<file path="src/rtl/code_decoder_3to8_seq.sv">
// Sequential N-to-2^N one-hot decoder with valid/ready intake; each word is held HOLD_CYCLES cycles.
// Optional even-parity check on code_in is enabled with `define CODE_DECODER_PARITY_EN.
module code_decoder_3to8_seq #(
    parameter int N           = 3,
    parameter int HOLD_CYCLES = 4
) (
    input  logic              clk,
    input  logic              rst_n,
    input  logic              en,
    input  logic [N-1:0]      code_in,
    input  logic              code_valid,
    output logic              code_ready,
    output logic [2**N-1:0]   y,
    output logic              y_valid,
    output logic              busy
`ifdef CODE_DECODER_PARITY_EN
    ,
    input  logic              parity_in,
    output logic              parity_err
`endif
);

    localparam int W = 2**N;
    localparam logic [7:0] HOLD_LOAD = 8'(HOLD_CYCLES - 1);

    generate
        if (HOLD_CYCLES < 1 || HOLD_CYCLES > 255) begin : g_bad_hold
            $error("code_decoder_3to8_seq: HOLD_CYCLES must be in 1..255");
        end
    endgenerate

    typedef enum logic {IDLE, HOLD} state_t;

    state_t         state_reg, state_next;
    logic [7:0]     cnt_reg, cnt_next;
    logic [W-1:0]   y_reg, y_next;
    logic [W-1:0]   decoded;
    logic           accept;
    logic           code_ok;
    logic           load;

    generate
        for (genvar gi = 0; gi < W; gi++) begin : g_dec
            assign decoded[gi] = (code_in == N'(gi));
        end
    endgenerate

    // Ready is gated by rst_n so nothing handshakes while reset is held.
    assign code_ready = rst_n && en && (state_reg == IDLE || cnt_reg == 8'd0);
    assign accept     = code_valid && code_ready;

`ifdef CODE_DECODER_PARITY_EN
    logic parity_err_reg;
    assign code_ok    = ~^{code_in, parity_in};
    assign parity_err = parity_err_reg;

    always_ff @(posedge clk or negedge rst_n) begin
        if (!rst_n) begin
            parity_err_reg <= 1'b0;
        end else begin
            parity_err_reg <= accept && !code_ok;
        end
    end
`else
    assign code_ok = 1'b1;
`endif

    // A bad-parity code is consumed but leaves the hold machinery untouched.
    assign load = accept && code_ok;

    always_comb begin
        state_next = state_reg;
        cnt_next   = cnt_reg;
        y_next     = y_reg;
        if (state_reg == HOLD) begin
            if (cnt_reg != 8'd0) begin
                cnt_next = cnt_reg - 8'd1;
            end else begin
                state_next = IDLE;
                y_next     = '0;
            end
        end
        if (load) begin
            state_next = HOLD;
            cnt_next   = HOLD_LOAD;
            y_next     = decoded;
        end
    end

    always_ff @(posedge clk or negedge rst_n) begin
        if (!rst_n) begin
            state_reg <= IDLE;
            cnt_reg   <= 8'd0;
            y_reg     <= '0;
        end else begin
            state_reg <= state_next;
            cnt_reg   <= cnt_next;
            y_reg     <= y_next;
        end
    end

    assign y       = y_reg;
    assign busy    = (state_reg == HOLD);
    assign y_valid = busy;

endmodule

</file>
<file path="config.mk">
export PLATFORM = sky130hd
export DESIGN_NAME = code_decoder_3to8_seq
export DESIGN_NICKNAME = d
export VERILOG_FILES = /design/src/rtl/code_decoder_3to8_seq.sv
export SDC_FILE = /design/constraint.sdc
export NUM_CORES = 1
export LEC_CHECK = 0
export ABC_AREA = 1
export BUFFER_PORTS_ARGS = -buffer_cell sky130_fd_sc_hd__buf_2
export CORE_AREA = 2 2 56 45
export CTS_CLUSTER_SIZE = 28
export DETAILED_ROUTE_END_ITERATION = 6
export DIE_AREA = 0 0 58 47
export GPL_ROUTABILITY_DRIVEN = 0
export GPL_TIMING_DRIVEN = 1
export PLACE_DENSITY = 0.69
export REMOVE_ABC_BUFFERS = 1
export SYNTH_ARGS = -nofsm -noshare
export SYNTH_HDL_FRONTEND = slang
export SYNTH_SLANG_ARGS = --single-unit
</file>
<file path="constraint.sdc">
create_clock -name clk -period 1.5 [get_ports clk]
set_clock_uncertainty 0.05 [all_clocks]
set_input_delay 0.3 -clock clk [delete_from_list [all_inputs] [get_ports clk]]
set_output_delay 0.3 -clock clk [all_outputs]
set_load 0.02 [all_outputs]
</file>
==> results of run 1 <==
## power breakdown
group	total [mW]	leakage [nW]	internal, mW	switching, mW
Combinational	1.47	0.513	0.575	0.894
Clock	0.239	0.0177	0.0991	0.140
Sequential	0.843	0.219	0.675	0.168
Total	2.55	0.749	1.35	1.20
## cell families (layout without fill, tap and decap cells)
family          count (synthesis)  in the layout
simple gates                   89             90
xor+xnor                        1              1
fa+ha+maj                       2              2
compound gates                  6              6
buf+inv                        20             51
flops                          17             17
## stage by stage
| step | cells | util [%] | TNS (ns) | area [um2] |
|---|---|---|---|---|
| floorplan | 133 | - | -0.00898 | 1020 |
| global placement | 183 | 54.8 | -0.0166 | 1190 |
| detailed placement | 183 | 54.8 | -0.171 | 1190 |
| CTS | 189 | 57.8 | -0.466 | 1260 |
| global route | 192 | 59.7 | -0.396 | 1300 |
| finish | 192 | 59.7 | -0.249 | 1300 |
## worst paths after layout
kind | to | from | slack (ns)
max | code_ready | cnt_reg[1] | -0.25
min | y[0] | code_in[2] | 0.27
max reg2reg | cnt_reg[2] | cnt_reg[1] | 0.07
min reg2reg | y[4] | y[4] | 0.42
max in group asynchronous | y[2] | rst_n | 0.72
min in group asynchronous | cnt_reg[6] | rst_n | 0.51
## per-layer routing
layer | global-route usage, % | vias to the layer above | share of wire (%)
li1 | - | 486 | -
met1 | 27.0 | 420 | 52
met2 | 26.1 | 19 | 44
met3 | 5.79 | 2 | 4.0
met4 | 4.19 | 0 | 0.59
met5 | 0 | - | 0
## worst max-delay path: cells and delay by family, from the launching register on
kind | cells | cell delay, ns
simple gates | 4 | 0.35
flops | 1 | 0.41
fa+ha+maj | 1 | 0.14
buf+inv | 2 | 0.21
## placed cells by master, fill, tap and decap left out
| cell | instances |
|---|---|
| inv_1 | 13 |
| buf_4 | 10 |
| nor2_2 | 3 |
| nand2_4 | 2 |
| clkbuf_4 | 3 |
| nor2_4 | 1 |
| inv_2 | 5 |
| nor3_1 | 1 |
| a31o_2 | 1 |
| o31ai_1 | 1 |
| clkinv_2 | 1 |
| nand3_1 | 13 |
| ha_4 | 1 |
| xor2_1 | 1 |
| nand4_1 | 2 |
| nand2_1 | 39 |
| o211ai_1 | 3 |
| nor2_8 | 2 |
| nand3_4 | 2 |
| ha_1 | 1 |
| nor2_1 | 19 |
| nand2_2 | 5 |
| dlygate4sd3_1 | 1 |
| nand3_2 | 1 |
| o21ai_1 | 1 |
| dfrtp_1 | 17 |
| buf_2 | 16 |
| buf_6 | 2 |
## area by class of cell
cell class                 count  area (um2)
timing repair buffer          29         188
inverter                      18        67.6
clock buffer                   3        22.5
clock inverter                 1        5.00
tap                           25        31.3
fill                         211         878
multi-input combinational     99         559
sequential                    17         425
## repair_timing
item,4_1_cts,5_1_grt
setup endpoints to repair,7,15
setup buffers,1,2
endpoints found under the hold margin,17,17
gates cloned,0,1
gates resized for setup,6,6
hold buffers,1,1
pin swaps,3,0
==> reports/qor.txt, run 1 <==
Area share of the largest cell type after synthesis -> 41.2%
DR DRC count -> 0
Hpwl dp -> 1660 um
Simple-Gate Fraction of Synth Area -> 43.3%
Initial core utilization -> 47.4%
CP most frequent cell -> nor2_8
Main synth FF type -> dfrtp_1
Core ar. -> 0.00218 mm2
Root Driver -> clkbuf_4
Crit. End Element -> output pin
EDFF count, synth -> 0
Largest family of logic cells by synthesized area -> simple AND/OR/NAND/NOR gates
Clk_lat worst skew -> 0.29 ns
Pre-CTS setup slack -> -0.0676 ns
Pwr per Cell Area -> 1960 mW/mm2
Status -> finished, violations left
Die width -> 58 um
Worst setup path class -> reg2out
Fmax -> 0.572 GHz
Worst VDD drop -> 1210 uV
Crit path time final -> 1.75 ns
Max_cap viols -> 0
Synth top area cells -> dfrtp_1 41%, nand2_1 15%, nor2_1 7.3%
Final #Nets -> 177
First-pass GRT wire length -> 3630 um
Yosys cell types -> 22
Die Area -> 0.00273 mm2
Diodes inserted -> 0
Reg2reg path depth -> 10
Post-route ant nets -> 0
I/O pins -> 18
Failing checks -> setup timing
Clock transition at path regs -> 0.09 ns
Cells after Synth -> 135
Initial antenna violation count -> 0
Die height -> 47 um
Fin worst setup slack -> -0.249 ns
Min-Delay Path Depth -> 4
Proportion of layout cells with a drive suffix above 1 -> 32.9%
Total congestion overflow -> 0
Yosys Warn Count -> 0
Area grow syn2layout -> 25.8%
Synth Area in Adders -> 2.42%
Worst hold slack -> 0.273 ns
Drt pass-1 iters -> 4
Worst-path fanout max -> 3
Leak -> 0.749 nW
XOR/XNOR Fraction of Synth Area -> 0.848%
Max Slew Vio Count -> 0
CTS buffer count -> 3
DR iter-0 viols -> 12
HP Class -> in2reg
FP Rows -> 15
Slew at the pin with the worst max-slew slack -> 0.376 ns
Clock Sinks -> 17
Synth Register Bits -> 17
Asr flop ratio synth -> 100%
WL/cell -> 11.5 um
Total Wirelength -> 2210 um
Cell Chain, Critical Path -> inv_2, ha_4, nand3_4, nor2_4, nor2_8, nor2_8, buf_6
Top post-synthesis cells by count -> 41 x nand2_1, 20 x nor2_1, 17 x dfrtp_1
Final period utilization -> 117%
Count of final setup violators -> 1
Average cell area after synthesis -> 7.65 um2
Largest net degree at the start of global routing -> 11
Count leader, synth -> nand2_1
Post-synth top area cell -> dfrtp_1
Slowest Stage Delay on Critical Path -> 0.41 ns
Multiplexer area fraction after synthesis -> 0%
CTS Buffer Depth -> 2
Final Power -> 2.55 mW
TritonCTS clock tree -> yes
Startpoint types -> flop
Total track usage -> 18.3%
Vias -> 927
Vias per inst -> 4.83
Final-report hold violation count -> 0
Input/output buffers -> 17
Critical path arrival -> 1.40 ns
Maximum level of the CTS H-tree -> 1
Rel. slew slack -> 74.7%
RSZ-0062 raised after global routing -> true
Sequential area share after synthesis -> 41.2%
Mapped cell area -> 0.00103 mm2
CP max stage cell -> dfrtp_1
Vias in the first global route -> 792
Synth Area in Compound Gates -> 4.24%
Critical Path RT -> 1.15 ns
(Power assumes the default switching activity.)
==> run 2, diff against run 1 <==
Settings changed: CORE_AREA 2 2 56 45 to 2 2 54 43, DIE_AREA 0 0 58 47 to 0 0 56 45, PLACE_DENSITY 0.69 to 0.72, SLEW_MARGIN from default to 10.
Clock period 1.5 ns to 1.7 ns, I/O delays scaled along.
==> run 2 against run 1 <==
Net effect: the run still ends with setup timing left; first-iteration DRC count rose to 3.4 times the previous value; sequential share of layout area rose by 0.61 points; register-to-register slack got worse by 0.03 ns; critical path depth did not move; final cell count fell by 1.0%; sequential power fell by 11%; non-clock buffer count did not move; utilization rose by 5.3 points; sequential cell count did not move; via count rose by 3.7%.
==> reports/qor.txt, run 2 (synthesis results as in run 1) <==
Worst setup path class -> reg2out (unchanged)
HP Class -> in2reg (unchanged)
Max_cap viols -> 0 (unchanged)
Final period utilization -> 107%
CTS buffer count -> 3 (unchanged)
Initial antenna violation count -> 0 (unchanged)
DR iter-0 viols -> 41 (was 12)
Vias in the first global route -> 898 (was 792)
Clock share of power -> 9.7% (was 9.4%)
Part of the power in combinational logic -> 57.3% (was 57.6%)
Internal power -> 1.20 mW (was 1.35 mW)
Worst VDD drop -> 977 uV (was 1210 uV)
Crit path time final -> 1.81 ns
Failing checks -> setup timing (unchanged)
Final-report hold violation count -> 0 (unchanged)
Fmax -> 0.551 GHz
Max Slew Vio Count -> 0 (unchanged)
Slowest Stage Delay on Critical Path -> 0.39 ns (was 0.41 ns)
Cell Chain, Critical Path -> inv_2, ha_4, nand3_4, nor2_4, nor2_8, nor2_8, buf_6 (unchanged)
Vias -> 961 (was 927)
Hpwl dp -> 1730 um (was 1660 um)
Pwr per Cell Area -> 1790 mW/mm2 (was 1960 mW/mm2)
Post-route cell area -> 0.00127 mm2 (was 0.00130 mm2)
Critical path arrival -> 1.42 ns (was 1.40 ns)
Net Sw Frac -> 47.3% (was 47.1%)
Diodes inserted -> 0 (unchanged)
Commonest non-fill, non-tap cell in the layout -> nand2_1 (unchanged)
Leak -> 0.736 nW (was 0.749 nW)
Total track usage -> 20.6% (was 18.3%)
Total congestion overflow -> 0 (unchanged)
Startpoint types -> flop (unchanged)
Total Wirelength -> 2360 um (was 2210 um)
Area after DPL -> 0.00116 mm2 (was 0.00119 mm2)
TritonCTS clock tree -> yes (unchanged)
Count of final setup violators -> 1 (unchanged)
Largest net degree at the start of global routing -> 19 (was 11)
Reg power frac -> 33.0% (was 33.1%)
FP Rows -> 14 (was 15)
Final #Nets -> 176 (was 177)
Proportion of layout cells with a drive suffix above 1 -> 30.7% (was 32.9%)
RSZ-0062 raised after global routing -> true (unchanged)
Critical Path RT -> 1.31 ns (was 1.15 ns)
CP most frequent cell -> nor2_8 (unchanged)
Rel. slew slack -> 80.6% (was 74.7%)
Net Sw Power -> 1.08 mW (was 1.20 mW)
Most frequent cells in the layout -> 41 x nand2_1, 20 x nor2_1, 17 x dfrtp_1 (was 39 x nand2_1, 19 x nor2_1, 17 x dfrtp_1)
Fin util -> 65.0% (was 59.7%)
I/O pins -> 18 (unchanged)
Slew at the pin with the worst max-slew slack -> 0.290 ns (was 0.376 ns)
Root Driver -> clkbuf_4 (unchanged)
Core ar. -> 0.00196 mm2 (was 0.00218 mm2)
DR DRC count -> 0 (unchanged)
Pre-CTS setup slack -> 0.0244 ns (was -0.0676 ns)
Crit. End Element -> output pin (unchanged)
Initial core utilization -> 52.6% (was 47.4%)
First-pass GRT wire length -> 3940 um (was 3630 um)
Fin worst setup slack -> -0.114 ns (was -0.249 ns)
Drt pass-1 iters -> 4 (unchanged)
Post-route ant nets -> 0 (unchanged)
Clock transition at path regs -> 0.10 ns (was 0.09 ns)
Vias per inst -> 5.06 (was 4.83)
Die height -> 45 um (was 47 um)
CP max stage cell -> dfrtp_1 (unchanged)
WL/cell -> 12.4 um (was 11.5 um)
Die Area -> 0.00252 mm2 (was 0.00273 mm2)
Clock Sinks -> 17 (unchanged)
Maximum level of the CTS H-tree -> 1 (unchanged)
Status -> finished, violations left (unchanged)
Area grow syn2layout -> 23.5% (was 25.8%)
Worst hold slack -> 0.315 ns (was 0.273 ns)
Final Power -> 2.28 mW (was 2.55 mW)
CTS Buffer Depth -> 2 (unchanged)
Worst-path fanout max -> 3 (unchanged)
Clk_lat worst skew -> 0.30 ns (was 0.29 ns)
Input/output buffers -> 17 (unchanged)
Die width -> 56 um (was 58 um)
run 2: final timing paths:
kind	start	end	slack, ns	depth (start not counted)
min	code_in[2]	y[2]	0.31	4
min in group asynchronous	rst_n	y[0]	0.49	3
max	cnt_reg[0]	code_ready	-0.11	7
min reg2reg	y[7]	y[7]	0.42	2
max reg2reg	cnt_reg[0]	y[5]	0.04	11
max in group asynchronous	rst_n	cnt_reg[1]	0.91	3
run 2: final cells by class:
type	count	area (um2)
clock buffer	4	26.3
fill	168	687
inverter	18	67.6
multi-input combinational	98	542
sequential	17	425
tap	24	30.0
timing repair buffer	29	184
run 2: critical path: cells and delay by family (launching register included):
kind | cells | cell delay (ns)
fa+ha+maj | 1 | 0.14
buf+inv | 2 | 0.20
flops | 1 | 0.39
simple gates | 4 | 0.39
run 2: stage by stage:
| step | cells | setup TNS [ns] |
|---|---|---|
| final | 190 | -0.114 |
| after global placement | 178 | 0 |
| after CTS | 187 | -0.116 |
| after global routing | 190 | -0.696 |
| after detailed placement | 178 | 0 |
| after floorplan | 133 | 0 |
run 2: power groups by stage:
stage	Combinational, mW	Sequential (mW)	Clock [mW]
floorplan	0.672	0.885	0
global placement	1.09	0.744	0
detailed placement	1.13	0.755	0
CTS	1.24	0.747	0.228
global route	1.45	0.777	0.243
finish	1.31	0.752	0.222
run 2: timing repair:
item,4_1_cts,5_1_grt
gates resized for setup,6,1
endpoints found under the setup margin,1,1
hold buffers,1,0
setup buffers,4,3
pin swaps,4,4
endpoints found under the hold margin,17,0
run 2: routing by layer:
layer / wire (um) / global-route usage (%) / vias to the layer above
met5: 0 / 0 / -
met4: 29 / 6.19 / 0
met3: 104 / 6.02 / 4
met2: 1110 / 33.4 / 23
met1: 1110 / 27.4 / 450
li1: - / - / 484
